File: config.mk
export PLATFORM = sky130hd
export DESIGN_NAME = sram_seq_master
export DESIGN_NICKNAME = d
export VERILOG_FILES = /design/src/rtl/sram_seq_master.sv
export SDC_FILE = /design/constraint.sdc
export NUM_CORES = 1
export LEC_CHECK = 0
export BUFFER_PORTS_ARGS = -buffer_cell sky130_fd_sc_hd__buf_4
export CAP_MARGIN = 20
export CORE_MARGIN = 10
export CORE_UTILIZATION = 35
export DETAILED_ROUTE_END_ITERATION = 10
export PLACE_DENSITY_LB_ADDON = 0.15
export SETUP_SLACK_MARGIN = 0.3
export SYNTH_ARGS = -nofsm -noshare
export SYNTH_HDL_FRONTEND = slang
export SYNTH_SLANG_ARGS = --single-unit
File: constraint.sdc
create_clock -name iCLK -period 2.6 [get_ports iCLK]
set_input_delay 0.13 -clock iCLK [delete_from_list [all_inputs] [get_ports iCLK]]
set_output_delay 0.13 -clock iCLK [all_outputs]
set_load 0.1 [all_outputs]
File: src/rtl/sram_seq_master.sv
// sram_seq_master: command-driven initiator for an async SRAM controller.
// Each accepted command runs as IDLE -> SETUP -> ACCESS x(WAIT_CYCLES+1) -> HOLD.
// All strobe and data outputs are registered.
// Read data is returned on a one-entry valid/ready response channel.
// Optional macro SRAM_SEQ_STATS_EN adds saturating write/read counters.
module sram_seq_master #(
  parameter int ADDR_W      = 18,
  parameter int DATA_W      = 16,
  parameter int WAIT_CYCLES = 1
) (
  input  logic              iCLK,
  input  logic              iRST_N,
  input  logic              iCMD_VALID,
  output logic              oCMD_READY,
  input  logic              iCMD_WR,
  input  logic [ADDR_W-1:0] iCMD_ADDR,
  input  logic [DATA_W-1:0] iCMD_WDATA,
  input  logic [1:0]        iCMD_BE,
  output logic [ADDR_W-1:0] oADDR,
  output logic [DATA_W-1:0] oDATA,
  input  logic [DATA_W-1:0] iDATA,
  output logic              oCE_N,
  output logic              oOE_N,
  output logic              oWE_N,
  output logic              oUB_N,
  output logic              oLB_N,
  output logic              oRD_VALID,
  input  logic              iRD_READY,
  output logic [DATA_W-1:0] oRD_DATA,
  output logic [15:0]       oWR_CNT,
  output logic [15:0]       oRD_CNT
);

  localparam logic [3:0] LP_WAIT = 4'(WAIT_CYCLES);

  typedef enum logic [1:0] {IDLE, SETUP, ACCESS, HOLD} state_t;

  state_t            r_state, w_next;
  logic              r_wr;
  logic [1:0]        r_be;
  logic [3:0]        r_cnt;
  logic [ADDR_W-1:0] r_addr;
  logic [DATA_W-1:0] r_data;
  logic [DATA_W-1:0] r_rd_data;
  logic              r_rd_valid;
  logic              r_ce_n, r_oe_n, r_we_n, r_ub_n, r_lb_n;
  logic              w_cmd_ready, w_accept, w_rd_hs;

  // Ready depends on registers only; a pending read response blocks new commands.
  assign w_cmd_ready = (r_state == IDLE) & ~r_rd_valid;
  assign w_accept    = iCMD_VALID & w_cmd_ready;
  assign w_rd_hs     = r_rd_valid & iRD_READY;

  // State register
  always_ff @(posedge iCLK or negedge iRST_N) begin
    if (!iRST_N) r_state <= IDLE;
    else         r_state <= w_next;
  end

  // Next-state logic
  always_comb begin
    w_next = r_state;
    case (r_state)
      IDLE:    if (w_accept) w_next = SETUP;
      SETUP:   w_next = ACCESS;
      ACCESS:  if (r_cnt == 4'd0) w_next = HOLD;
      HOLD:    w_next = IDLE;
      default: w_next = IDLE;
    endcase
  end

  // Registered strobes, address/data, wait counter and read capture
  always_ff @(posedge iCLK or negedge iRST_N) begin
    if (!iRST_N) begin
      r_wr       <= 1'b0;
      r_be       <= 2'b00;
      r_cnt      <= 4'd0;
      r_addr     <= '0;
      r_data     <= '0;
      r_rd_data  <= '0;
      r_rd_valid <= 1'b0;
      r_ce_n     <= 1'b1;
      r_oe_n     <= 1'b1;
      r_we_n     <= 1'b1;
      r_ub_n     <= 1'b1;
      r_lb_n     <= 1'b1;
    end else begin
      if (w_rd_hs) r_rd_valid <= 1'b0;
      case (r_state)
        IDLE: if (w_accept) begin
          r_wr   <= iCMD_WR;
          r_be   <= iCMD_BE;
          r_addr <= iCMD_ADDR;
          r_ce_n <= 1'b0;
          if (iCMD_WR) begin
            r_data <= iCMD_WDATA;
            r_ub_n <= ~iCMD_BE[1];
            r_lb_n <= ~iCMD_BE[0];
          end else begin
            r_oe_n <= 1'b0;
            r_ub_n <= 1'b0;
            r_lb_n <= 1'b0;
          end
        end
        SETUP: begin
          r_cnt <= LP_WAIT;
          // BE=00 is a timing-only no-op: WE never asserts
          if (r_wr) r_we_n <= ~(|r_be);
        end
        ACCESS: begin
          if (r_cnt == 4'd0) begin
            r_we_n <= 1'b1;
            r_oe_n <= 1'b1;
            if (!r_wr) begin
              r_rd_data  <= iDATA;
              r_rd_valid <= 1'b1;
            end
          end else begin
            r_cnt <= r_cnt - 4'd1;
          end
        end
        HOLD: begin
          r_ce_n <= 1'b1;
          r_ub_n <= 1'b1;
          r_lb_n <= 1'b1;
        end
        default: ;
      endcase
    end
  end

`ifdef SRAM_SEQ_STATS_EN
  logic [15:0] r_wr_cnt, r_rd_cnt;

  // Saturating completion counters
  always_ff @(posedge iCLK or negedge iRST_N) begin
    if (!iRST_N) begin
      r_wr_cnt <= 16'h0000;
      r_rd_cnt <= 16'h0000;
    end else begin
      if (r_state == HOLD && r_wr && (|r_be) && r_wr_cnt != 16'hFFFF)
        r_wr_cnt <= r_wr_cnt + 16'h0001;
      if (w_rd_hs && r_rd_cnt != 16'hFFFF)
        r_rd_cnt <= r_rd_cnt + 16'h0001;
    end
  end

  assign oWR_CNT = r_wr_cnt;
  assign oRD_CNT = r_rd_cnt;
`else
  assign oWR_CNT = 16'h0000;
  assign oRD_CNT = 16'h0000;
`endif

  assign oCMD_READY = w_cmd_ready;
  assign oADDR      = r_addr;
  assign oDATA      = r_data;
  assign oCE_N      = r_ce_n;
  assign oOE_N      = r_oe_n;
  assign oWE_N      = r_we_n;
  assign oUB_N      = r_ub_n;
  assign oLB_N      = r_lb_n;
  assign oRD_VALID  = r_rd_valid;
  assign oRD_DATA   = r_rd_data;

endmodule
==> reports/results.tsv <==
metric	value	unit
drv_slew	0	
gp_congestion	0.693	
grt_overflow	0	
hold_ws	16.6	ps
tns	0	ps
synth_seq_cells	65	
status	complete, no violations	
synth.largest_area_cell	dfrtp_1	
synthTopCellsByArea	dfrtp_1, mux2_2, buf_4, dfstp_2, ha_1	
r2r_slack	670	ps
cts.path.max_buffers	2	
cap_violations	0	
path_buf_inv	1	
gr-usage-met3	7.31	%
drc	0	
tightest_slew	833	ps
syn_area	2920	sq um
report.final.hold_viol_count	0	
arrival	2140	ps
drt_iter0_markers	27	
use_met2	16.5	%
finalNetCount	401	
worstPathCellList	inv_1 -> ha_1 -> or3b_1 -> a22oi_1 -> mux2_2	
wl_per_cell	15.6	um
netlist_instances	214	
cpLargestDelayFamily	simple AND/OR/NAND/NOR gates	
synth_top_cells_by_count	dfrtp_1, mux2_2, buf_4, inv_1, ha_1	
synth_top_area_share	51.5	%
grt_usage	11.0	%
required	2810	ps
final.min_clock_period	1930	ps
finClkSkew	9.05	ps
dr.pass1.iters	4	
multi_input_area	1100	sq um
cts_buffers	9	
area_growth_syn_to_layout	38.7	%
die_x	111	um
worstSetupPathType	flop to flop	
top_usage_layer	met2	
crit_fanout	6	
yosysSeqAreaShare	56.0	%
grt_pass1_vias	2075	
die_area	12400	sq um
yosys_warnings	0	
htree_levels	3	
post-route-util	49.5	%
setup_viol	0	
slew_headroom	44.5	%
n_fill_cell	765	
avgSynthCellArea	13.6	sq um
antenna_found_initial	0	
vias	2013	
core_area	8180	sq um
cpPeakStageDelay	500	ps
clkSlewWorstSetupHoldPaths	60	ps
start_util	35.7	%
row_count	33	
dp_slack	659	ps
cts_tree	yes	
hpwl	5380	um
max_clock_freq	0.518	GHz
met1_usage	12.1	%
num_io_pins	146	
holdCritPathClass	primary input to flop	
drt-vias-per-instance	4.49	
synth_edf_count	0	
crit_path_start_kind	flop	
cp_slowest_cell	or3b_1	
period_share	74.3	%
portBuffers	113	
antenna_cells	0	
crit_path_end_kind	flop	
fin_ws	668	ps
yosysMostFrequentCell	dfrtp_1	
grt_pass1_wl	11100	um
regArea	1630	sq um
cts-root-buf	clkbuf_8	
clock_sinks	65	
detail-route-antenna-nets	0	
fp.dieH	111	um
synthFlopType	dfrtp_1	
yosys.cell_types.count	35	
routed_wl	6970	um
rsz0062_at_grt	false	
clock_latency	330	ps
synthArstFlopShare	100	%
final_layout_size_suffix_gt1_share	56.9	%
grt_start_max_net_pins	66	
[sequential cells by signal, summed over array words and instances (netlist names)]
| register | cells |
|---|---|
| oRD_VALID | 1 |
| oOE_N | 1 |
| oLB_N | 1 |
| oUB_N | 1 |
| oDATA | 16 |
| r_cnt | 4 |
| r_wr | 1 |
| oWE_N | 1 |
| r_state | 2 |
| oRD_DATA | 16 |
| r_be | 2 |
| oADDR | 18 |
| oCE_N | 1 |
[timing repair]
action                                  CTS  global route
endpoints found under the setup margin    0             0
setup buffers                             0             0
endpoints found under the hold margin    60             4
gates resized for setup                   0             0
hold buffers                              1             4
[cells in the final DEF, fill, tap and decap left out, drive strengths merged, types with 2 or more instances in the layout]
cell | Yosys | final
conb | 1 | 32
nor2 | 2 | 2
mux2i | 2 | 2
inv | 8 | 8
dfstp | 5 | 5
buf | 37 | 116
dfrtp | 60 | 60
ha | 6 | 6
o22a | 3 | 3
o21ai | 2 | 2
clkbuf | 2 | 11
or3b | 2 | 2
dlygate4sd3 | 0 | 5
nor2b | 2 | 2
nand2b | 2 | 2
mux2 | 53 | 53
nand2 | 4 | 4
a21oi | 5 | 5
o21a | 2 | 2
o311ai | 2 | 2
clkinv | 0 | 3
bufinv | 0 | 2
nand3 | 2 | 2
[per-stage QoR]
step,instances,cell area [sq um]
after detailed placement,427,3770
after global routing,448,4050
after CTS,444,4010
after global placement,427,3770
after floorplan,245,3040
final,448,4050
[worst paths after layout]
check	start	endpoint	cells past startpoint
hold / removal	iCMD_BE[1]	oUB_N$_DFFE_PN1P_	2
min in group asynchronous	iRST_N	oRD_DATA[8]$_DFFE_PN0P_	2
max in group asynchronous	iRST_N	oRD_VALID$_DFF_PN0_	2
hold reg to reg	oCE_N$_DFFE_PN1P_	oCE_N$_DFFE_PN1P_	2
setup / recovery	r_cnt[0]$_DFFE_PN0P_	r_state[1]$_DFFE_PN0P_	5
setup reg to reg	r_cnt[0]$_DFFE_PN0P_	r_state[1]$_DFFE_PN0P_	5
[per-layer routing]
layer,part of all wire [%],wire [um]
met3,13,883
met4,1.1,78
met1,38,2640
met5,0,0
met2,48,3370
[cell families after synthesis]
family / synth area share [%]
other: 0.129
AND/OR/NAND/NOR: 4.46
adder cells (fa/ha/maj): 2.57
buffers and inverters: 10.5
flip-flops: 56.0
XOR/XNOR: 0.300
AO/OA/AOI/OAI: 4.93
multiplexers: 21.1
[layout make-up]
type                            instances  area share, %
Sequential cell                        65           40.4
Multi-Input combinational cell        133           27.1
Timing Repair Buffer                  121           23.1
Clock buffer                           11           3.50
Tap cell                              105           3.25
Clock inverter                          5           1.95
Inverter                                8          0.742
Power is not shown: default switching activity piles up to over one toggle a cycle in this logic, so the estimate is an artifact.
